File: src/rtl/universal_shift_reg_p.sv
// Parametrised universal shift register with multi-cycle shift/rotate under a start/busy/done handshake.
// Optional adder on op 110 is enabled by defining USR_ADD_EN; otherwise op 110 acts as hold.
module universal_shift_reg_p #(
    parameter int unsigned WIDTH = 8,
    parameter int unsigned AMT_W = 3
) (
    input  logic             i_clk,
    input  logic             i_reset_n,
    input  logic             i_start,
    input  logic [2:0]       i_op,
    input  logic [AMT_W-1:0] i_amt,
    input  logic [WIDTH-1:0] i_d_in,
    input  logic             i_ser_in,
    output logic [WIDTH-1:0] o_d_out,
    output logic             o_carry,
    output logic             o_busy,
    output logic             o_done
);

    localparam logic [2:0] OP_HOLD = 3'b000;
    localparam logic [2:0] OP_LOAD = 3'b001;
    localparam logic [2:0] OP_SHR  = 3'b010;
    localparam logic [2:0] OP_SHL  = 3'b011;
    localparam logic [2:0] OP_ROR  = 3'b100;
    localparam logic [2:0] OP_ROL  = 3'b101;
    localparam logic [2:0] OP_ADD  = 3'b110;
    localparam logic [2:0] OP_CLR  = 3'b111;

    typedef enum logic {
        S_IDLE  = 1'b0,
        S_SHIFT = 1'b1
    } state_t;

    state_t             r_state;
    logic [2:0]         r_op;
    logic [AMT_W-1:0]   r_cnt;
    logic [WIDTH-1:0]   r_data;
    logic               r_carry;
    logic               r_busy;
    logic               r_done;

    logic               w_is_shift;
    logic [WIDTH-1:0]   w_step_data;
    logic               w_step_carry;

    assign w_is_shift = (i_op == OP_SHR) || (i_op == OP_SHL) ||
                        (i_op == OP_ROR) || (i_op == OP_ROL);

`ifdef USR_ADD_EN
    logic [WIDTH:0] w_sum;
    assign w_sum = {1'b0, r_data} + {1'b0, i_d_in};
`endif

    // One single-bit step of the latched shift/rotate; carry is the bit leaving the word.
    always_comb begin
        w_step_data  = r_data;
        w_step_carry = r_carry;
        case (r_op)
            OP_SHR: begin
                w_step_data  = {i_ser_in, r_data[WIDTH-1:1]};
                w_step_carry = r_data[0];
            end
            OP_SHL: begin
                w_step_data  = {r_data[WIDTH-2:0], i_ser_in};
                w_step_carry = r_data[WIDTH-1];
            end
            OP_ROR: begin
                w_step_data  = {r_data[0], r_data[WIDTH-1:1]};
                w_step_carry = r_data[0];
            end
            OP_ROL: begin
                w_step_data  = {r_data[WIDTH-2:0], r_data[WIDTH-1]};
                w_step_carry = r_data[WIDTH-1];
            end
            default: begin
                w_step_data  = r_data;
                w_step_carry = r_carry;
            end
        endcase
    end

    always_ff @(posedge i_clk or negedge i_reset_n) begin
        if (!i_reset_n) begin
            r_state <= S_IDLE;
            r_op    <= OP_HOLD;
            r_cnt   <= '0;
            r_data  <= '0;
            r_carry <= 1'b0;
            r_busy  <= 1'b0;
            r_done  <= 1'b0;
        end else begin
            case (r_state)
                S_IDLE: begin
                    r_done <= 1'b0;
                    if (i_start) begin
                        if (w_is_shift && (i_amt != '0)) begin
                            r_op    <= i_op;
                            r_cnt   <= i_amt;
                            r_busy  <= 1'b1;
                            r_state <= S_SHIFT;
                        end else begin
                            r_done <= 1'b1;
                            case (i_op)
                                OP_LOAD: r_data <= i_d_in;
                                OP_CLR: begin
                                    r_data  <= '0;
                                    r_carry <= 1'b0;
                                end
`ifdef USR_ADD_EN
                                OP_ADD: {r_carry, r_data} <= w_sum;
`endif
                                default: ;
                            endcase
                        end
                    end
                end
                S_SHIFT: begin
                    r_data  <= w_step_data;
                    r_carry <= w_step_carry;
                    r_cnt   <= r_cnt - AMT_W'(1);
                    // Final step: drop busy and raise done for the following cycle.
                    if (r_cnt == AMT_W'(1)) begin
                        r_busy  <= 1'b0;
                        r_done  <= 1'b1;
                        r_state <= S_IDLE;
                    end
                end
                default: r_state <= S_IDLE;
            endcase
        end
    end

    assign o_d_out = r_data;
    assign o_carry = r_carry;
    assign o_busy  = r_busy;
    assign o_done  = r_done;

endmodule

File: config.mk
export PLATFORM = sky130hd
export DESIGN_NAME = universal_shift_reg_p
export DESIGN_NICKNAME = d
export VERILOG_FILES = /design/src/rtl/universal_shift_reg_p.sv
export SDC_FILE = /design/constraint.sdc
export NUM_CORES = 1
export LEC_CHECK = 0
export CAP_MARGIN = 5
export CORE_MARGIN = 1.5
export CORE_UTILIZATION = 43
export CTS_CLUSTER_DIAMETER = 150
export DETAILED_ROUTE_END_ITERATION = 8
export GPL_TIMING_DRIVEN = 0
export PLACE_DENSITY = 0.75
export SLEW_MARGIN = 30
export SYNTH_ARGS = -nofsm -noshare
export SYNTH_HDL_FRONTEND = slang
export SYNTH_SLANG_ARGS = --single-unit
File: constraint.sdc
create_clock -name i_clk -period 1.5 [get_ports i_clk]
set_input_delay 0.15 -clock i_clk [delete_from_list [all_inputs] [get_ports i_clk]]
set_output_delay 0.15 -clock i_clk [all_outputs]
set_load 0.005 [all_outputs]
# == After elaboration in Yosys (flattened, before gate mapping) ==
# Cells that the tools add are included.
# op_classes
n_addsub,1
eq_ne,19
n_mux,25
bitwise,1
n_reduce_logical,12
# op_table
operator,n
case mux 8 bit (2 select lines),2
case mux 8 bit (4 select lines),1
two-way mux 8 bit,2
"== test 3 bit, second input constant",5
"== test 3 x 2 -> 1 bit, second input constant",4
two-way mux 1 bit,12
case mux 1 bit (2 select lines),5
AND reduction 4 bit,2
"== test 3 x 1 -> 1 bit, second input constant",2
two-way mux 3 bit,2
"!= test 2 bit, second input constant",3
case mux 3 bit (2 select lines),1
AND reduction 3 bit,2
"!= test 5 x 1 -> 1 bit, second input constant",1
"!= test 2 x 1 -> 1 bit, second input constant",2
OR reduction 2 bit,2
logical OR 1 bit,3
"!= test 3 x 1 -> 1 bit, second input constant",1
"!= test 3 bit, second input constant",1
nonzero test 3 bit,1
"subtractor 3 x 1 -> 3 bit, second input constant",1
AND reduction 2 bit,1
logical AND 1 bit,1
NOT 1 bit,1
# word_totals
register_bits,18
out_inout_bits,11

# == Depth between registers and ports, before layout ==
# Gate-level depths: netlist of the first run.
# depth
ltp_word,8
depth_mapped,6
ltp_nobuf,6

# == Worst setup path before layout of the first run ==
# No wires, ideal clock.
# synth_path
path_type,reg-to-reg
start,register r_op[1]
end,"register r_data[7], in the netlist o_d_out[7]"
setup_time_ns,0.129
t_arrival_ns,1.540
required_ns,1.371
slack_ns,-0.169
stages_incl_launch_ff,7
path_buffers,0
path_cell_list,dfrtp_1 -> inv_1 -> ha_1 -> and3b_1 -> o21a_1 -> a221oi_1 -> o31ai_1
# synth_via
elab_chain_cells,3
word_cells_on_any_way,8
cone_classes,5 x eq/ne; 2 x mux; 1 x reduce/logical
# synth_rtl
item,line,text
start: declaration,35,logic [2:0] r_op;
start signal: assignment,97,r_op <= i_op;
== test 3 bit or == test 3 x 2 -> 1 bit (tied branches),58,case (r_op)
case mux 8 bit (4 select lines) or != test 5 x 1 -> 1 bit (tied branches),--,
case mux 8 bit (2 select lines) or AND reduction 4 bit (tied branches),--,
end signal: assignment,104,OP_LOAD: r_data <= i_d_in;
end signal: assignment,118,r_data <= w_step_data;
end: declaration,37,logic [WIDTH-1:0] r_data;
# Parallel ways exist; a longest one is shown, timed or not.
# A chain may end at the register's enable or synchronous reset.

# == Worst setup path after layout of the first run ==
# layout_path
start,register r_op[2]
end,"register r_data[7], in the netlist o_d_out[7]"
# The elaborated chain is that of the path after synthesis.

==> impl_metrics.yaml, run 1 <==
status:
  status: "complete, but fails checks"
  failed_checks: "negative setup slack"
grt:
  grtUsageTotal_pct: 20.6
  antenna_found_initial: 0
  grt_pass1_vias: 1027
  grt_pass1_wl_um: 4420
  grt_start_max_net_pins: 19
  overflow: 0
synthesis:
  avgSynthCellArea_um2: 9.81
  synthFlopType: "dfrtp_1"
  post_synth_num_cell_types: 35
  synth-seq-cells: 18
  synth_edf_count: 0
  ys_top_cells_by_count: "dfrtp_1 (18), nand2_1 (13), a21oi_1 (12), o31ai_1 (12), nand2b_1 (8)"
  synth_simple_gate_area_share_pct: 15.3
  synth.most_common_cell: "dfrtp_1"
  synthAdderAreaFrac_pct: 3.27
  synth_top_area_share_pct: 39.3
  syn_area_mm2: 0.00115
  synthCells: 117
  synth_area_leaders: "dfrtp_1 (39%), o31ai_1 (7.9%), a21oi_1 (5.2%), a32oi_1 (4.6%), nand2b_1 (4.4%)"
  synthArstFlopShare_pct: 100
  synth_top_cell_by_area: "dfrtp_1"
  syn_nets: 138
  yosysSeqAreaShare_pct: 39.3
  synthMuxAreaShare_pct: 4.58
  synth-xor-area-share_pct: 2.94
  ys_warn_count: 0
  synth_top_family_by_area: "compound AO/OA/AOI/OAI gates"
  synth_compound_area_share_pct: 30.4
route:
  drtIter0Drc: 25
  wire_per_inst_um: 15.5
  drc: 0
  vias: 1106
  drtPass1Iterations: 4
  vias_per_cell: 5.82
  antenna_left: 0
  totalWireLength_um: 2940
finish:
  syn2layout_area_growth_pct: 46.8
  diodes: 0
  nNetsFinal: 182
  drive_above_1_share_pct: 23.1
  utilization_pct: 67.4
clocking:
  clock_sinks: 18
  numCtsBuffers: 3
  htreeDepth: 1
  clk_latency_ps: 290
  cts_tree: "yes"
  clk_pin_slew_ps: 110
  cts_buffer_depth: 2
  cts-root-buf: "clkbuf_4"
setup_path:
  rrSetupSlack_ps: -6
  cp-start-kind: "flop"
  worstSetupEndpointType: "flop"
  required_ps: 1690
  r2r_cells: 5
  arrival_ps: 1700
  reg2reg_from: "r_op[2]"
  critPathMaxFanout: 7
  timing.rr.end: "o_d_out[7]"
  crit_type: "reg2reg"
floorplan:
  dieArea_mm2: 0.00299
  row_count: 18
  design.portCount: 29
  core_area_mm2: 0.00250
  start_util_pct: 45.9
  fp.dieH_um: 54.7
  die_width_um: 54.7
timing:
  finalCritPeriodShare_pct: 100
  hold_viol_final: 0
  relSlewSlack_pct: 43.2
  worst_slack_ps: -6.33
  max_freq_mhz: 664
  rsz0062_at_grt: "yes"
  tns_ps: -6.33
  tightest_slew_ps: 850
  skew_ps: 0.863
  finalSetupViolations: 1
  holdWs_ps: 326
  maxSlewViolCount: 0
  fin_crit_ps: 1510
job:
  maxCapViolations: 0
hold_path:
  hold_class: "in2async"
placement:
  gp_congestion: 0.863
  io_buffers: 28
  dpl.hpwl_um: 1980
  pre_cts_slack_ps: -429
power:
  leakage_nw: 0.703
  powerDensity_mw_per_mm2: 2070
  vdd_ir_drop_max_v: 0.00123
==> how the worst max path moves through the flow <==
| stage | start | to | slack (ps) | cells after the start |
|---|---|---|---|---|
| 3_3_place_gp | i_op[1] | r_op[1] | -430 | 5 |
| 3_5_place_dp | i_op[1] | r_op[1] | -430 | 5 |
| 2_1_floorplan | r_op[1] | o_d_out[7] | -20 | 6 |
| 6_report | r_op[2] | o_d_out[7] | -6 | 5 |
| 4_1_cts | r_op[2] | o_d_out[7] | -10 | 5 |
| 5_1_grt | r_op[2] | o_d_out[5] | -70 | 6 |
==> through the flow <==
stage | std cells | total power, mW | instance area (um2)
floorplan | 117 | 2.15 | 1170
global placement | 175 | 2.72 | 1490
detailed placement | 175 | 2.77 | 1490
CTS | 186 | 3.24 | 1600
global route | 190 | 3.78 | 1680
finish | 190 | 3.49 | 1680
==> logic make-up after synthesis <==
kind of cell | count (synthesis)
and+or+nand+nor | 32
muxes | 5
xor gates and xnor gates | 3
adders and majority gates | 3
AOI/OAI and AO/OA | 45
buffers and inverters | 11
DFF | 18
==> flip-flops by register name, summed over array words and instances, names as in the netlist <==
register and count:
o_d_out 8, r_cnt 3, r_op 3, o_busy 1
o_carry 1, o_done 1, r_state 1
==> routing by layer <==
| metal | vias to the layer above | GRT usage, % | wire length [um] |
|---|---|---|---|
| met5 | - | 0 | 0 |
| met4 | 0 | 6.25 | 9 |
| met3 | 2 | 2.46 | 138 |
| met2 | 31 | 37.9 | 1580 |
| met1 | 545 | 24.6 | 1220 |
| li1 | 528 | - | - |
==> repair_timing <==
item / CTS / global route
pin swaps: 9 / 7
gates resized for setup: 8 / 10
setup buffers: 7 / 4
hold buffers: 0 / 0
endpoints found under the setup margin: 10 / 12
==> worst max-delay path, cell delays in order, from the launching register on <==
cell	delay [ps]
dfrtp_2	450
buf_4	160
and3b_2	230
o21a_4	230
a221oi_2	250
o31ai_1	90
==> cells in the final DEF (no fill, tap or decap), types with 2 or more instances in the layout <==
cell type / netlist / layout
a311oi_2: 0 / 2
dfrtp_2: 0 / 3
xor2_4: 0 / 2
inv_1: 7 / 6
buf_6: 0 / 2
o31ai_1: 12 / 12
dfrtp_1: 18 / 15
mux2i_1: 3 / 3
nand2b_1: 8 / 8
and3_1: 3 / 3
clkdlybuf4s50_1: 0 / 27
nand2_1: 13 / 13
buf_4: 1 / 10
ha_1: 3 / 2
mux2_1: 2 / 2
clkbuf_4: 0 / 5
a32oi_1: 6 / 5
a211oi_1: 2 / 2
a21oi_1: 12 / 12
==> area by class of cell <==
type / instances / area, um2
multi-input combinational: 88 / 733
inverter: 7 / 26.3
timing repair buffer: 39 / 365
clock buffer: 4 / 36.3
buffer: 4 / 31.3
tap: 30 / 37.5
sequential: 18 / 454
fill: 202 / 816
==> power by group <==
part,internal (mW),switching [mW],total [mW]
clock,0.148,0.166,0.314
sequential,0.739,0.283,1.02
combinational,1.16,0.996,2.15
total,2.04,1.44,3.49
(Power assumes the default switching activity.)
==> inputs of run 2 (changes only) <==
Settings changed: ABC_CLOCK_PERIOD_IN_PS from default to 1500.
==> results of run 2 <==
The final DEF is identical to that of run 1; final timing and power are the same.
==> inputs of run 3 (changes only) <==
Settings changed: RECOVER_POWER from default to 100.
==> impl_metrics.yaml, run 3 (same netlist as run 1, synthesis figures left out) <==
route:
  antenna_left: 0
  drc: 0
  totalWireLength_um: 2950
  wire_per_inst_um: 15.5
  drtPass1Iterations: 4
  vias: 1103
  drtIter0Drc: 22
  vias_per_cell: 5.81
setup_path:
  slowest_stage: "dfrtp_2"
  worst_path_largest_cell_delay_ps: 450
  crit_type: "reg2reg"
  worstSetupEndpointType: "flop"
  required_ps: 1690
  critPathMaxFanout: 7
  rrSetupSlack_ps: -6
  arrival_ps: 1700
  cp-start-kind: "flop"
  worstPathCellList: "ha_4 -> and3b_2 -> o21a_4 -> a221oi_2 -> o31ai_1"
clocking:
  cts-root-buf: "clkbuf_4"
  clk_latency_ps: 300
  cts_tree: "yes"
  cts-hold-fix-buffers: 0
  htreeDepth: 1
  cts_buffer_depth: 2
  numCtsBuffers: 3
  clk_pin_slew_ps: 110
  clock_sinks: 18
placement:
  gp_congestion: 0.863
  placed_area_mm2: 0.00149
  dpl.hpwl_um: 1980
  dp_cells: 175
  io_buffers: 28
finish:
  largest_register_ffs: 8
  nNetsFinal: 182
  mostFrequentLayoutCells: "clkdlybuf4s50_1 (23), dfrtp_1 (15), nand2_1 (13)"
  final_common_cell: "clkdlybuf4s50_1"
  syn2layout_area_growth_pct: 46.6
  stdcell_count: 190
  nFillCells: 203
  final_area_mm2: 0.00168
  drive_above_1_share_pct: 23.1
  diodes: 0
status:
  failed_checks: "negative setup slack"
  status: "complete, but fails checks"
power:
  vdd_ir_drop_max_v: 0.00122
  switching_share_pct: 41.6
  combPwrFrac_pct: 61.4
  powerDensity_mw_per_mm2: 2070
  p_int_mw: 2.03
  pwr-share-seq_pct: 29.5
  power_frac_clock_pct: 9.0
  p_switching_mw: 1.45
  leakage_nw: 0.705
grt:
  use_met1_pct: 24.6
  global_route.usage.met2_pct: 37.9
  grt_start_max_net_pins: 19
  grtUsageTotal_pct: 20.6
  met3_usage_pct: 2.46
  overflow: 0
  grt_pass1_wl_um: 4420
  grt_pass1_vias: 1027
  busiest_layer: "met2"
  antenna_found_initial: 0
timing:
  relSlewSlack_pct: 43.1
  fin_crit_ps: 1510
  hold_viol_final: 0
  holdWs_ps: 357
  max_freq_mhz: 664
  worst_slack_ps: -5.72
  skew_ps: 2.71
  tns_ps: -7.83
  finalSetupViolations: 2
  tightest_slew_ps: 850
  rsz0062_at_grt: "yes"
  maxSlewViolCount: 0
  finalCritPeriodShare_pct: 100
floorplan:
  die_width_um: 54.7
  core_area_mm2: 0.00250
  design.portCount: 29
  fp.dieH_um: 54.7
  row_count: 18
  dieArea_mm2: 0.00299
  start_util_pct: 45.9
hold_path:
  hold_class: "in2reg"
job:
  maxCapViolations: 0
[run 3: changes by cell type in the layout (fill, tap and decap cells not counted), sizes merged]
cell / delta
buf: -2
clkdlybuf4s50: -4
clkbuf: +2
dlygate4sd3: +4
[run 3: critical path: cells and delay by family (launching register included)]
family	cells	cell delay, ps
fa+ha+maj	1	180
flops	1	450
compound gates	3	570
simple gates	1	210
[run 3: repair_timing]
| item | in CTS | in global routing |
|---|---|---|
| pin swaps | 9 | 7 |
| setup buffers | 7 | 4 |
| gates resized for setup | 8 | 10 |
| setup endpoints to repair | 10 | 12 |
[run 3: layout make-up]
class	count	area, um2	share of cell area (%)
buffer	4	31.3	1.86
clock buffer	4	36.3	2.16
inverter	7	26.3	1.56
multi-input combinational	88	733	43.6
sequential	18	454	27.0
tap	30	37.5	2.23
timing repair buffer	39	363	21.6
[run 3: worst paths after layout]
path | startpoint | end | cells past startpoint
max in group asynchronous | i_reset_n | r_op[1] | 1
worst min-delay path | i_op[1] | r_op[2] | 2
worst max-delay path | r_op[2] | o_d_out[7] | 5
worst min register to register | r_cnt[0] | r_cnt[0] | 1
min in group asynchronous | i_reset_n | o_d_out[5] | 1
worst max register to register | r_op[2] | o_d_out[7] | 5
[run 3: metal layers]
metal	vias to the layer above	share of wire (%)
met5	-	0
met4	0	0.30
met3	2	5.2
met1	532	42
li1	533	-
met2	36	53
[run 3: metrics by stage]
step | worst slack, ps | utilization, % | power (mW)
2_1_floorplan | -20.5 | - | 2.15
3_3_place_gp | -428 | 59.4 | 2.72
3_5_place_dp | -429 | 59.4 | 2.77
4_1_cts | -12.2 | 64.1 | 3.24
5_1_grt | -72.5 | 67.3 | 3.76
6_report | -5.72 | 67.3 | 3.47
[run 3: power by group through the flow]
stage	Combinational [mW]	Sequential (mW)	Clock, mW
final	2.13	1.02	0.314
after global routing	2.36	1.07	0.336
after CTS	1.91	1.01	0.319
after detailed placement	1.74	1.03	0
after global placement	1.70	1.03	0
after floorplan	1.18	0.974	0
